## src/rtl/mac_sequencer_pkg.sv

```systemverilog
// Shared definitions for the MAC sequencer: state encoding and default widths.
package mac_sequencer_pkg;

  localparam int DEFAULT_DATA_WIDTH   = 8;
  localparam int DEFAULT_RESULT_WIDTH = 16;
  localparam int DEFAULT_LENGTH_WIDTH = 8;
  localparam int WEIGHT_WIDTH         = 8;

  typedef enum logic [1:0] {
    IDLE  = 2'd0,
    ACCUM = 2'd1,
    DONE  = 2'd2
  } state_t;

endpackage

```

## src/rtl/mac_sequencer_multiply_and_add.sv

```systemverilog
// Combinational multiply-accumulate step: result = add_value + input_value * weight_value,
// unsigned, wrapping modulo 2^RESULT_WIDTH.
module multiply_and_add
  import mac_sequencer_pkg::*;
#(
  parameter int DATA_WIDTH   = DEFAULT_DATA_WIDTH,
  parameter int RESULT_WIDTH = DEFAULT_RESULT_WIDTH
) (
  input  logic [RESULT_WIDTH-1:0] add_value,
  input  logic [DATA_WIDTH-1:0]   input_value,
  input  logic [WEIGHT_WIDTH-1:0] weight_value,
  output logic [RESULT_WIDTH-1:0] result
);

  localparam int PRODUCT_WIDTH = DATA_WIDTH + WEIGHT_WIDTH;

  logic [PRODUCT_WIDTH-1:0] product;

  assign product = PRODUCT_WIDTH'(input_value) * PRODUCT_WIDTH'(weight_value);

  // Truncating the product before the add is harmless since the sum wraps anyway.
  assign result = RESULT_WIDTH'(product) + add_value;

endmodule

```

## src/rtl/mac_sequencer.sv

```systemverilog
// Walks one multiply_and_add across a vector to produce a dot product,
// returning the sum over a valid/ready handshake.
module mac_sequencer
  import mac_sequencer_pkg::*;
#(
  parameter int DATA_WIDTH   = DEFAULT_DATA_WIDTH,
  parameter int RESULT_WIDTH = DEFAULT_RESULT_WIDTH,
  parameter int LENGTH_WIDTH = DEFAULT_LENGTH_WIDTH
) (
  input  logic                    clk,
  input  logic                    reset,
  input  logic                    start,
  input  logic [LENGTH_WIDTH-1:0] vector_length,
  output logic                    busy,
  input  logic                    in_valid,
  output logic                    in_ready,
  input  logic [DATA_WIDTH-1:0]   input_value,
  input  logic [WEIGHT_WIDTH-1:0] weight_value,
  output logic                    result_valid,
  input  logic                    result_ready,
  output logic [RESULT_WIDTH-1:0] result_value
);

  state_t                  state;
  logic [RESULT_WIDTH-1:0] accumulator;
  logic [RESULT_WIDTH-1:0] mac_sum;
  logic [LENGTH_WIDTH-1:0] counter;
  logic [LENGTH_WIDTH-1:0] length;
  logic                    beat;
  logic                    last_beat;

  multiply_and_add #(
    .DATA_WIDTH  (DATA_WIDTH),
    .RESULT_WIDTH(RESULT_WIDTH)
  ) u_mac (
    .add_value   (accumulator),
    .input_value (input_value),
    .weight_value(weight_value),
    .result      (mac_sum)
  );

  assign beat         = in_valid && in_ready;
  assign last_beat    = (counter == length - LENGTH_WIDTH'(1));
  assign result_value = accumulator;

  // Handshake outputs are registered copies of the next-state decode.
  always_ff @(posedge clk or posedge reset) begin
    if (reset) begin
      state        <= IDLE;
      accumulator  <= '0;
      counter      <= '0;
      length       <= '0;
      busy         <= 1'b0;
      in_ready     <= 1'b0;
      result_valid <= 1'b0;
    end else begin
      case (state)
        IDLE: begin
          if (start) begin
            accumulator <= '0;
            counter     <= '0;
            length      <= vector_length;
            busy        <= 1'b1;
            if (vector_length != '0) begin
              state    <= ACCUM;
              in_ready <= 1'b1;
            end else begin
              state        <= DONE;
              result_valid <= 1'b1;
            end
          end
        end
        ACCUM: begin
          if (beat) begin
            accumulator <= mac_sum;
            counter     <= counter + LENGTH_WIDTH'(1);
            if (last_beat) begin
              state        <= DONE;
              in_ready     <= 1'b0;
              result_valid <= 1'b1;
            end
          end
        end
        DONE: begin
          if (result_ready) begin
            state        <= IDLE;
            busy         <= 1'b0;
            result_valid <= 1'b0;
          end
        end
        default: begin
          state        <= IDLE;
          busy         <= 1'b0;
          in_ready     <= 1'b0;
          result_valid <= 1'b0;
        end
      endcase
    end
  end

endmodule

```

## config.mk

```make
export PLATFORM = sky130hd
export DESIGN_NAME = mac_sequencer
export DESIGN_NICKNAME = d
export VERILOG_FILES = /design/src/rtl/mac_sequencer_pkg.sv /design/src/rtl/mac_sequencer_multiply_and_add.sv /design/src/rtl/mac_sequencer.sv
export SDC_FILE = /design/constraint.sdc
export NUM_CORES = 1
export LEC_CHECK = 0
export BUFFER_PORTS_ARGS = -buffer_cell sky130_fd_sc_hd__clkbuf_2
export CAP_MARGIN = 20
export CORE_UTILIZATION = 30
export DETAILED_ROUTE_END_ITERATION = 16
export PLACE_DENSITY_LB_ADDON = 0.2
export SYNTH_ARGS = -nofsm -noshare
export SYNTH_HDL_FRONTEND = slang
export SYNTH_SLANG_ARGS = --single-unit
```

## constraint.sdc

```tcl
create_clock -name clk -period 4.23 [get_ports clk]
set_clock_uncertainty 0.2 [all_clocks]
set_input_delay 0 -clock clk [delete_from_list [all_inputs] [get_ports clk]]
set_output_delay 0 -clock clk [all_outputs]
set_load 0.01 [all_outputs]
```

# Word level (Yosys, flattened, before mapping)
# Cells that the tools add are included.
[totals]
regBits = 37
word_cells = 57
out_inout_bits = 19
inputBits = 29
[classes]
reduce_logical = 10
n_bitwise = 2
n_eq_ne = 9
add_sub_neg = 3
n_mux = 25
n_mul = 1
[op_table]
columns = ["op", "n"]
rows = [
  ["$mux 16", 2],
  ["$pmux 16 s2", 1],
  ["$add 16x16->16", 1],
  ["$mul 8x8->16", 1],
  ["$mux 8", 2],
  ["$pmux 8 s2", 1],
  ["$ne 2x2->1 const B", 6],
  ["$mux 1", 10],
  ["$mux 2", 5],
  ["$reduce_and 5->1", 2],
  ["$pmux 1 s3", 3],
  ["$add 8x1->8 const B", 1],
  ["$eq 8x8->1", 1],
  ["$reduce_bool 8->1", 1],
  ["$sub 8x1->8 const B", 1],
  ["$pmux 2 s3", 1],
  ["$reduce_and 3->1", 2],
  ["$reduce_and 4->1", 1],
  ["$eq 2x1->1 const B", 1],
  ["$eq 2x2->1 const B", 1],
  ["$logic_not 2->1", 1],
  ["$not 1->1", 2],
  ["$reduce_and 2->1", 1],
  ["$reduce_bool 2->1", 1],
  ["$logic_and 1x1->1", 1],
]

# Logic depth before layout (Yosys ltp)
[logic_depth]
depth_word = 5
depth_mapped = 18
ltp_nobuf = 16

# Cells and area by module
# From an unflattened synthesis, not the netlist that was laid out.
[unflattened]
hier_cells = 503
area_unflattened_um2 = 4446.8
[by_module_without_submodules]
columns = ["mod", "seq_area_each_um2", "area_each_um2", "instances", "cells_per_inst"]
rows = [
  ["multiply_and_add", 0.0, 2635.0, 1, 320],
  ["mac_sequencer", 925.9, 1811.7, 1, 183],
]

# Worst setup path after synthesis
# No wires, ideal clock.
[synth_path]
path_kind = "input-to-reg"
from = "input port input_value[5]"
to = "register accumulator[15], in the netlist result_value[15]"
required_time_ps = 3906
t_arrival_ps = 4015
setup_time_ps = 124
path_buffers = 1
path_stages = 16
setup_slack_ps = -108
cell_sequence = "clkbuf_1 nand2_1 fa_1 inv_1 fa_1 inv_1 fa_1 fa_1 inv_1 ha_1 and3_1 a221o_1 nand2_1 o311ai_0 xor2_1 a211o_1"
[synth_via]
elab_chain_cells = 4
[synth_lines]
columns = ["item", "line", "text"]
rows = [
  ["start: declaration", "mac_sequencer.sv:17", "input logic [DATA_WIDTH-1:0] input_value,"],
  ["$mul 8x8->16", "mac_sequencer_multiply_and_add.sv:19", "assign product = PRODUCT_WIDTH'(input_value) * PRODUCT_WIDTH'(weight_value);"],
  ["$add 16x16->16", "mac_sequencer_multiply_and_add.sv:22", "assign result = RESULT_WIDTH'(product) + add_value;"],
  ["$mux 16", "mac_sequencer.sv:74", "if (beat) begin"],
  ["$pmux 16 s2", "mac_sequencer.sv:57", "case (state)"],
  ["end signal: assignment", "mac_sequencer.sv:75", "accumulator <= mac_sum;"],
  ["end: declaration", "mac_sequencer.sv:25", "logic [RESULT_WIDTH-1:0] accumulator;"],
]
# Every way passes these cells. The select of a mux whose other input is x is not followed.
# A chain may end at the register's enable or synchronous reset.

# Final worst setup path
[layout_path]
from = "register accumulator[4], in the netlist result_value[4]"
to = "register accumulator[15], in the netlist result_value[15]"
[layout_via]
elab_chain_cells = 3
[layout_lines]
columns = ["item", "line"]
rows = [
  ["$add 16x16->16", "mac_sequencer_multiply_and_add.sv:22"],
  ["$mux 16", "mac_sequencer.sv:74"],
  ["$pmux 16 s2", "mac_sequencer.sv:57"],
]
# Every way passes these cells. The select of a mux whose other input is x is not followed.

==> results by group <==
Floorplanning
  • Top Ports: 48
  • Die width: 121.2 µm
  • Core region area: 13,880 µm²
  • Initial Utilization: 30.70%
  • Num rows: 43
  • Die area: 14,690 µm²
  • Vert. Die Dim: 121.2 µm

Global route
  • Gr usage total: 15.79%
  • Vias in the first global route: 3,829
  • Global-route wire length before repair: 18,310 µm
  • Antenna violations before repair: 0
  • Largest net degree at the start of global routing: 38
  • Total grt overflow: 0

Placed design
  • Final HPWL DP: 8541 µm
  • Worst slack at placement: -0.1561 ns
  • PortBufs: 47
  • Post-DP Area: 5040 µm²
  • Final GP Congestion: 0.8030

Power
  • PD cells: 351.6 nW/µm²
  • Pint: 1.163 mW
  • Clock share of power: 19.7%
  • Combinational share of power: 61.9%
  • Lkg Pwr: 2.863 nW
  • Maximum vdd drop: 0.0001998 V
  • Switching Share: 39.52%
  • Tot Pwr: 1.923 mW
  • Reg power frac: 18.4%
  • Net Switching: 0.7602 mW

Detailed routing
  • DRT iter0 DRCs: 125
  • Avg WL per Cell: 13.48 µm
  • Wirelength, routed: 10,420 µm
  • Drt pass-1 iters: 4
  • Via count: 3,491
  • DR vias/cell: 4.516
  • DRC: 0
  • ANT nets after route: 0

STA
  • Least-Margin Pin Slew: 0.7446 ns
  • RSZ-0062 raised after global routing: yes
  • FMAX: 242.4 MHz
  • # setup viols final: 0
  • Setup TNS: 0 ns
  • Final Hold Fails: 0
  • Max-slew violation count: 0
  • Slew HR: 50.18%
  • PnR worst setup slack: 0.1039 ns
  • Final Critical Period: 4.126 ns
  • Fin crit share: 97.54%

Worst hold path
  • Hold Crit Class: in -> reg
  • Hold-critical path depth: 6

Setup path
  • Critical Path Start Type: register
  • Worst Path Required: 4.20 ns
  • Worst Setup Path Type: reg -> reg
  • CP most frequent cell: fa_1
  • CP peak stage delay: 0.50 ns
  • CP max stage cell: fa_1
  • Worst R2R Path Depth: 15
  • CP Capture Point: result_value[15]$_DFFE_PP0P_
  • Setup crit end kind: register
  • Crit path DAT: 4.10 ns
  • R2R setup slack: 0.10 ns
  • Crit. Startpoint: result_value[4]$_DFFE_PP0P_
  • Worst r2r src: result_value[4]$_DFFE_PP0P_
  • Worst Path Max Fanout: 3
  • Cell chain of the critical path: inv_2 > fa_1 > inv_1 > fa_1 > ha_1 > inv_1 > fa_1 > inv_2 > fa_2 > a21o_1 > a21oi_4 > o21a_1 > o311ai_2 > xor2_1 > a211o_1
  • Reg2reg end: result_value[15]$_DFFE_PP0P_

Layout
  • Seq. cell area: 925.9 µm²
  • Final core utilization: 39.41%
  • Area of the multi-input gates: 3062 µm²
  • Fillcell total: 1,421
  • Layout cell share with drive strength beyond 1: 23.27%
  • Antenna diodes: 0
  • Most common cell after layout, fill and taps aside: inv_1
  • Nets: 709
  • Synth-to-layout area growth: 28.36%
  • Most frequent cells in the layout: 98 x inv_1, 80 x nand2_1, 49 x buf_4
  • Design Area, Final: 5470 µm²

Clock network
  • CTS H-tree depth: 2
  • Buffer type at the clock tree root: clkbuf_16
  • Clock latency on the worst-skew pair: 0.29 ns
  • CTS Sinks: 37
  • TritonCTS clock tree: done
  • CTS Buf Count: 5
  • Clock Pin Slew Worst Setup and Hold Paths: 0.06 ns
  • Max clock buf depth: 2

Logic synthesis
  • Synth cell types: 47
  • Synth Flop Type: dfrtp_1
  • EDFF count, synth: 0
  • Top cell type's share of synthesized area: 23.49%
  • Cells after Synth: 488
  • Net Count, Synth: 604
  • Top cells by area, synth: fa_1 23%, dfrtp_1 22%, ha_1 11%
  • Register area share after synthesis: 21.73%
  • Dominant cell type by area after synthesis: fa_1
  • Post-synthesis register bit count: 37
  • Syn Std Cell Area: 4262 µm²
  • Syn Area/Cell: 8.733 µm²
  • Post-synth ARST share: 100.0%
  • Synth warnings: 0

Run
  • MaxCap Viol Count: 0

Status
  • Status: completed
## final cells by class
class / instances / share of cell area (%)
inverters: 104 / 7.136
well taps: 180 / 4.117
flip-flops and latches: 37 / 16.93
multi-input cells: 337 / 55.97
clock buffers: 7 / 2.608
repair buffers: 108 / 13.24
## cell usage after synthesis, types with 2 or more instances
cell type,count
xnor2_1,12
xor2_1,13
o21bai_1,2
nor2_1,13
nand4_1,4
nor4_1,3
clkbuf_1,9
a22o_1,6
and2_1,32
a211o_1,2
a21oi_1,7
nand2_1,82
ha_1,37
fa_1,50
mux2i_1,2
o311ai_0,2
nor3b_1,2
nor3_1,3
and3_1,4
a211oi_1,4
dfrtp_1,37
o21a_1,3
o21ai_0,22
inv_1,104
a21o_1,4
nand3_1,8
## flip-flops by register name, indices dropped and copies added (netlist names)
signal / cells
counter: 8
busy: 1
state: 2
result_valid: 1
in_ready: 1
length: 8
result_value: 16
## per-stage QoR
stage | hold WS, ns | instances
floorplan | -0.09456 | 488
global placement | -0.06719 | 750
detailed placement | -0.05698 | 750
CTS | 0.08746 | 768
global route | 0.1434 | 773
finish | 0.09087 | 773
## critical path, delay by kind of cell (launching register included)
| kind | cells | cell delay [ns] |
|---|---|---|
| compound gates | 5 | 0.99 |
| xor+xnor | 1 | 0.16 |
| fa+ha+maj | 5 | 2.10 |
| buf+inv | 4 | 0.20 |
| flops | 1 | 0.37 |
## timing repair
action / 4_1_cts / 5_1_grt
resized for setup: 12 / 25
setup buffers: 0 / 5
pin swaps: 12 / 31
hold buffers: 11 / 0
endpoints found under the hold margin: 50 / 0
endpoints found under the setup margin: 6 / 6
## power by group through the flow
| stage | logic, mW | clock network, mW | registers, mW |
|---|---|---|---|
| after detailed placement | 0.995 | 0 | 0.360 |
| after global routing | 1.34 | 0.403 | 0.354 |
| after floorplan | 0.664 | 0 | 0.360 |
| after global placement | 0.994 | 0 | 0.360 |
| after CTS | 1.07 | 0.390 | 0.354 |
| final | 1.19 | 0.378 | 0.354 |
## worst min-delay path by stage
stage                     startpoint                     endpoint  slack (ns)
floorplan           vector_length[2]        length[2]$_DFFE_PP0P_       -0.09
global placement               reset  result_value[1]$_DFFE_PP0P_       -0.07
detailed placement             reset  result_value[2]$_DFFE_PP0P_       -0.06
CTS                         in_valid         state[1]$_DFFE_PP0P_        0.09
global route                in_valid         state[1]$_DFFE_PP0P_        0.14
finish                      in_valid         state[1]$_DFFE_PP0P_        0.09
## layer usage
layer  track usage, %  vias to the layer above  routed length, µm
met5                0                        -                  0
met4            3.318                        0                 94
met3            2.444                        9                373
met2            27.04                       62               4982
met1            20.96                     1678               4972
li1                 -                     1742                  -
## kinds of logic (layout without fill, tap and decap cells)
logic type	after synthesis	in the layout	synth area share [%]
AND/OR/NAND/NOR	160	160	18.14
buffers and inverters	114	219	10.13
adder cells (fa/ha/maj)	87	87	34.35
AO/OA/AOI/OAI	63	63	10.04
flip-flops	37	37	21.73
XOR/XNOR	25	25	5.138
multiplexers	2	2	0.4698
No activity file was read; power rests on OpenSTA's default activity.
